===== config.mk =====
export PLATFORM = sky130hd
export DESIGN_NAME = dcache_queue_drain
export DESIGN_NICKNAME = d
export VERILOG_FILES = /design/src/rtl/dcache_pkg.sv /design/src/rtl/dcache_drain_timer.sv /design/src/rtl/dcache_queue_drain.sv
export SDC_FILE = /design/constraint.sdc
export NUM_CORES = 1
export LEC_CHECK = 0
export ABC_AREA = 0
export BUFFER_PORTS_ARGS = -buffer_cell sky130_fd_sc_hd__buf_2
export CAP_MARGIN = 20
export CORE_UTILIZATION = 42
export CTS_CLUSTER_DIAMETER = 200
export DETAILED_ROUTE_END_ITERATION = 16
export PLACE_DENSITY = 0.77
export SYNTH_ARGS = -nofsm -noshare
export SYNTH_HDL_FRONTEND = slang
export SYNTH_HIERARCHICAL = 1
export SYNTH_SLANG_ARGS = --single-unit
export TNS_END_PERCENT = 100

===== constraint.sdc =====
create_clock -name clk -period 3.5 [get_ports clk]
set_input_delay 0.35 -clock clk [delete_from_list [all_inputs] [get_ports clk]]
set_output_delay 0.35 -clock clk [all_outputs]
set_load 0.1 [all_outputs]

===== src/rtl/dcache_pkg.sv =====
// dcache_pkg: shared state encoding and default widths for the dcache queue drain logic.
package dcache_pkg;
  localparam int DATABITS_DEF = 32;
  localparam int ADDRBITS_DEF = 32;
  localparam int TIMEOUT_DEF = 64;
  localparam int CNTBITS_DEF = 16;
  localparam logic [1:0] ST_IDLE = 2'd0;
  localparam logic [1:0] ST_WR = 2'd1;
  localparam logic [1:0] ST_RD = 2'd2;
  typedef enum logic [1:0] {IDLE = ST_IDLE, WR = ST_WR, RD = ST_RD} state_t;
endpackage


===== src/rtl/dcache_drain_timer.sv =====
// dcache_drain_timer: per-phase wait counter; expires after TIMEOUT running cycles, never when TIMEOUT is 0.
module dcache_drain_timer #(
  parameter int TIMEOUT = 64
) (
  input  logic clk,
  input  logic reset,
  input  logic load_i,
  input  logic run_i,
  output logic expire_o
);
  localparam int TW = TIMEOUT > 1 ? $clog2(TIMEOUT) : 1;
  logic [TW-1:0] cnt_q, cnt_d;
  always_comb cnt_d = load_i ? '0 : run_i ? cnt_q + 1'b1 : cnt_q;
  always_ff @(posedge clk or posedge reset)
    if (reset) cnt_q <= '0;
    else cnt_q <= cnt_d;
  assign expire_o = (TIMEOUT > 0) && run_i && (cnt_q == TW'(TIMEOUT - 1));
endmodule


===== src/rtl/dcache_queue_drain.sv =====
// dcache_queue_drain: pops dcache_queue entries and issues them one at a time to memory via req/ack,
// returning read data and flagging phases that time out.
module dcache_queue_drain
  import dcache_pkg::*;
#(
  parameter int DATABITS = DATABITS_DEF,
  parameter int ADDRBITS = ADDRBITS_DEF,
  parameter int TIMEOUT = TIMEOUT_DEF,
  parameter int CNTBITS = CNTBITS_DEF
) (
  input  logic                clk,
  input  logic                reset,
  input  logic                drain_enable,
  input  logic [DATABITS-1:0] queue_out_data,
  input  logic [ADDRBITS-1:0] queue_out_addr,
  input  logic                queue_out_rdreq,
  input  logic                queue_out_wrreq,
  input  logic                queue_not_empty,
  output logic                queue_pop,
  output logic [ADDRBITS-1:0] mem_addr,
  output logic [DATABITS-1:0] mem_wdata,
  output logic                mem_rdreq,
  output logic                mem_wrreq,
  input  logic                mem_ack,
  input  logic [DATABITS-1:0] mem_rdata,
  output logic                rd_valid,
  output logic [DATABITS-1:0] rd_data,
  output logic [ADDRBITS-1:0] rd_addr,
  output logic                timeout_err,
  output logic                busy,
  output logic [CNTBITS-1:0]  xact_count
);
  state_t state_q, state_d;
  logic [ADDRBITS-1:0] addr_q, addr_d;
  logic [DATABITS-1:0] data_q, data_d, rdata_q, rdata_d;
  logic rd_q, rd_d, rd_valid_q, rd_valid_d, tmo_q, tmo_d;
  logic [CNTBITS-1:0] xact_q, xact_d;
  logic pop, expire;
  assign pop = (state_q == IDLE) && drain_enable && queue_not_empty;
  always_comb begin
    state_d = state_q;
    addr_d = addr_q;
    data_d = data_q;
    rd_d = rd_q;
    xact_d = xact_q;
    rdata_d = rdata_q;
    rd_valid_d = 1'b0;
    tmo_d = 1'b0;
    unique case (state_q)
      IDLE: if (pop) begin
        addr_d = queue_out_addr;
        data_d = queue_out_data;
        rd_d = queue_out_rdreq;
        state_d = queue_out_wrreq ? WR : queue_out_rdreq ? RD : IDLE;
      end
      WR: if (mem_ack) begin
        xact_d = xact_q + 1'b1;
        state_d = rd_q ? RD : IDLE;
      end else if (expire) begin
        tmo_d = 1'b1;
        state_d = IDLE;
      end
      RD: if (mem_ack) begin
        xact_d = xact_q + 1'b1;
        rdata_d = mem_rdata;
        rd_valid_d = 1'b1;
        state_d = IDLE;
      end else if (expire) begin
        tmo_d = 1'b1;
        state_d = IDLE;
      end
      default: state_d = IDLE;
    endcase
  end
  always_ff @(posedge clk or posedge reset)
    if (reset) begin
      state_q <= IDLE;
      addr_q <= '0;
      data_q <= '0;
      rd_q <= 1'b0;
      xact_q <= '0;
      rdata_q <= '0;
      rd_valid_q <= 1'b0;
      tmo_q <= 1'b0;
    end else begin
      state_q <= state_d;
      addr_q <= addr_d;
      data_q <= data_d;
      rd_q <= rd_d;
      xact_q <= xact_d;
      rdata_q <= rdata_d;
      rd_valid_q <= rd_valid_d;
      tmo_q <= tmo_d;
    end
  // Timer restarts on every state change, so a write-then-read entry gets a fresh budget for its read.
  dcache_drain_timer #(.TIMEOUT(TIMEOUT)) u_timer (
    .clk(clk),
    .reset(reset),
    .load_i(state_d != state_q),
    .run_i(state_q != IDLE),
    .expire_o(expire)
  );
  assign queue_pop = pop && !reset;
  assign mem_wrreq = state_q == WR;
  assign mem_rdreq = state_q == RD;
  assign mem_addr = addr_q;
  assign mem_wdata = data_q;
  assign rd_valid = rd_valid_q;
  assign rd_data = rdata_q;
  assign rd_addr = addr_q;
  assign timeout_err = tmo_q;
  assign busy = state_q != IDLE;
  assign xact_count = xact_q;
endmodule


# Yosys cells after proc, flatten, opt, wreduce, memory -nomap -nowiden
# Index checks and enable logic that the tools add are counted.
dict set report totals {
  memories 0
  rom_bits 0
  input_bits 103
  mem_bits_rw 0
  reg_bits 123
  latch_bits 0
  output_inout_bits 150
}
dict set report op_classes {
  div 0
  n_shift 0
  order_cmp 0
  n_mul 0
  eq_ne 4
  muxes 15
  n_reduce_logical 12
  bitwise_logic 0
  addsub 2
}
# cell count
set ops {}
lappend ops {{16-bit by 1-bit adder with 16-bit output (second input constant)} 1}
lappend ops {{2-bit 2-to-1 mux} 7}
lappend ops {{6-bit 2-to-1 mux} 2}
lappend ops {{6-bit by 1-bit adder with 6-bit output (second input constant)} 1}
lappend ops {{6-bit == test (second input constant)} 1}
lappend ops {{2-bit case mux with 3 select lines} 1}
lappend ops {{2-bit AND reduction} 3}
lappend ops {{1-bit 2-to-1 mux} 5}
lappend ops {{1-bit logical AND} 4}
lappend ops {{2-bit nonzero test} 2}
lappend ops {{2-bit by 1-bit == test with 1-bit output (second input constant)} 1}
lappend ops {{2-bit == test (second input constant)} 1}
lappend ops {{2-bit zero test} 1}
lappend ops {{2-bit inequality test} 1}
lappend ops {{2-bit OR reduction} 1}
lappend ops {{1-bit zero test} 1}

# Depth between registers and ports, before layout
dict set report depth {
  word_depth 7
  depth_mapped 11
  depth_no_buf 10
}

# Cells and area by module
# The synthesis kept the hierarchy.
# module seq_area_each_um2 area_each_um2 cells_each instances
set modules_own_cells {}
lappend modules_own_cells {dcache_queue_drain 2927.8 4894.7 336 1}
lappend modules_own_cells {dcache_drain_timer 150.1 285.3 29 1}

# Worst setup path after synthesis
# Ideal clock, no wire load.
dict set report synth_path {
  kind {reg2out}
  start {reg state_q[0]}
  end {out queue_pop}
  t_arrival_ps 2470
  setup_slack_ps 680
  path_buffers 2
  path_stages_with_launch 7
  t_required_ps 3150
  cell_sequence {dfrtp_1 > inv_1 > ha_1 > nand3_1 > buf_2 > buf_6 > nor2_1}
}
dict set report synth_between {
  elab_chain_len 4
}
# element line
set synth_lines {}
lappend synth_lines {{start: declaration} dcache_queue_drain.sv:33} ;# state_t state_q, state_d;
lappend synth_lines {{start signal: assignment} dcache_queue_drain.sv:86} ;# state_q <= state_d;
lappend synth_lines {{2-bit zero test} dcache_queue_drain.sv:39} ;# assign pop = (state_q == IDLE) && drain_enable && queue_not_empty;
lappend synth_lines {{1-bit logical AND (2 in a row)} dcache_queue_drain.sv:39}
lappend synth_lines {{1-bit logical AND} dcache_queue_drain.sv:103} ;# assign queue_pop = pop && !reset;
lappend synth_lines {{end: declaration} dcache_queue_drain.sv:19} ;# output logic queue_pop,
# Every way passes these cells.

# Worst setup path after layout
dict set report layout_path {
  start {reg state_q[1]}
  end {out queue_pop}
}
# Same word-level chain as after synthesis.

==> flow_metrics.py <==
metrics = {
    "sta": {
        "post-route-min-period_ns": 2.717,
        "finalClockSkew_ns": 0.008162,
        "final-hold-violation-count": 0,
        "setup_viol_count_final": 0,
        "fmax_ghz": 0.3680,
        "maxSlewViolCount": 0,
        "rsz0062_at_grt": "false",
        "relSlewSlack": 0.5540,
        "worst_pin_slew_ns": 0.6690,
        "finalCritPeriodShare": 0.7764,
        "holdWs_ns": 0.1604,
        "tns_ns": 0,
    },
    "synthesis": {
        "syn_area_um2": 5180,
        "synthTopCellsByCount": "dfrtp_1 (123), mux2_2 (81), buf_4 (32), mux2_1 (17), nor2_1 (13)",
        "synth.area.top_cells": "dfrtp_1 (59%), mux2_2 (18%), buf_4 (4.6%)",
        "avgSynthCellArea_um2": 14.19,
        "synth_xor_area_frac": 0.03213,
        "async_flop_share": 1.000,
        "synth_compound_area_frac": 0.01570,
        "yosysUniqueCellTypes": 39,
        "synth_top_area_cell": "dfrtp_1",
        "synthesis.nets": 474,
        "yosys.area.top_type_share": 0.5942,
        "synthAdderAreaFrac": 0.01449,
        "synth-simple-area-share": 0.06232,
        "synth_top_family_by_area": "multiplexers",
        "synth_seq_cells": 123,
        "synthCells": 365,
        "ys_warn_count": 6,
        "synth.most_common_cell": "dfrtp_1",
        "synthMuxAreaShare": 0.2150,
        "yosysSeqAreaShare": 0.5942,
        "synth_edf_count": 0,
        "synth_ff_type": "dfrtp_1",
    },
    "route": {
        "drt_pass1_iterations": 4,
        "wl_per_cell_um": 15.27,
        "ant_nets": 0,
        "num_vias": 3673,
        "drtIter0Drc": 197,
        "drt_wl_total_mm": 11.55,
        "drc": 0,
        "viasPerCell": 4.858,
    },
    "die": {
        "fp.dieArea_um2": 12780,
        "die_w_um": 113.1,
        "fp.dieH_um": 113.1,
        "start_util": 0.4312,
        "ios": 253,
        "rows": 40,
        "coreArea_um2": 12010,
    },
    "global_routing": {
        "antenna_found_initial": 1,
        "grt_first_pass_wirelength_mm": 18.08,
        "track_usage": 0.1837,
        "grt_overflow": 0,
        "first_global_vias": 3610,
        "grt_max_degree": 65,
    },
    "setup_path": {
        "slowest_stage": "dfrtp_1",
        "critical_path.startpoint_type": "register",
        "cp.arrival_ns": 2.37,
        "setup.worst_path.class": "register to output port",
        "worstSetupEndpointType": "output port",
        "cp_top_family": "simple AND/OR/NAND/NOR gates",
        "critPathMaxFanout": 31,
        "crit_required_ns": 3.15,
        "path_cells": "inv_1, ha_1, nand3_4, nor2_1, buf_2",
        "critPathBufInv": 2,
        "max_stage_delay_ns": 0.45,
    },
    "layout": {
        "antennaDiodeCount": 0,
        "nNetsFinal": 706,
        "drive_above_1_share": 0.6207,
        "areaGrowthSynthToFinish_pct": 34.28,
        "fin_area_um2": 6955,
        "layout.cells.non_filler": 756,
    },
    "job": {
        "cap_viol_max_count": 0,
    },
    "placement": {
        "hpwlAfterDp_mm": 8.549,
        "gp_congestion": 0.9051,
        "io_buffers": 252,
        "dp.cells": 724,
        "place_area_um2": 6355,
    },
    "cts": {
        "clockRootBuffer": "clkbuf_16",
        "cts_tree": "built",
        "cts_max_level": 4,
        "clock_sinks": 123,
        "clock_path_buffers": 2,
        "cts_resized": 0,
        "cts_buffers": 17,
        "clkLatencyLatePin_ns": 0.40,
        "clk_pin_slew_ns": 0.06,
    },
    "hold_path": {
        "min_path_type": "input pin to register",
    },
    "outcome": {
        "status": "finished, final reports clean",
    },
}
-- stage by stage --
stage / setup slack (ns) / utilization
final: 0.7826 / 0.5791
after floorplan: 0.04923 / -
after global routing: 0.5801 / 0.5791
after CTS: 0.7329 / 0.5791
after detailed placement: 1.027 / 0.5291
after global placement: 1.152 / 0.5291
-- metal layers --
layer / vias to the layer above / wire length (um) / GRT usage
li1: 1696 / - / -
met1: 1783 / 4659 / 0.2194
met2: 171 / 5827 / 0.3055
met3: 21 / 802 / 0.06052
met4: 2 / 244 / 0.07632
met5: - / 13 / 0
-- flip-flops by register name, indices dropped and copies added, names as in the netlist --
name	cells
mem_addr	32
mem_wdata	32
rd_data	32
rd_q	1
rd_valid	1
state_q	2
timeout_err	1
u_timer/cnt_q	6
xact_count	16
-- kinds of logic after synthesis --
group	after synthesis
AO/OA/AOI/OAI	12
XOR/XNOR	19
AND/OR/NAND/NOR	57
multiplexers	99
adder cells (fa/ha/maj)	6
buffers and inverters	49
flip-flops	123
-- cell usage in the layout (no fill, tap or decap), types with 3 or more instances in the layout --
cell type and instances:
nor2_1 13, mux2_2 81, nand4_1 5, buf_2 252, nand2_1 11, bufinv_16 3, xnor2_1 10, inv_1 5
ha_1 6, dfrtp_1 123, clkbuf_16 17, nand3_1 9, xor2_1 9, a21oi_1 3, clkinv_2 6, clkinvlp_4 3
mux2_1 17
-- path summary, 6_finish.rpt --
path                                    startpoint                to  slack (ns)  cells past startpoint
worst max-delay path                    state_q[1]         queue_pop        0.78                      5
worst min-delay path            queue_out_data[20]     mem_wdata[20]        0.16                      2
worst max register to register          state_q[1]  u_timer/cnt_q[5]        1.01                     10
worst min register to register      xact_count[15]    xact_count[15]        0.46                      1
max in group asynchronous                    reset       mem_addr[8]        2.11                      4
min in group asynchronous                    reset  u_timer/cnt_q[1]        0.44                      3
-- layout make-up --
cell class	count	area, um2
fill	978	5056
tap	147	183.9
sequential	123	3078
inverter	6	25.02
multi-input combinational	193	1772
clock inverter	13	151.4
timing repair buffer	256	1306
clock buffer	18	439.2
-- repair_timing --
action                                 CTS  global route
hold buffers                             1             0
buffers inserted                         0             0
endpoints found under the hold margin    6             0
setup endpoints to repair                0             0
Power is not shown: default switching activity piles up to over one toggle a cycle in this logic, so the estimate is an artifact.
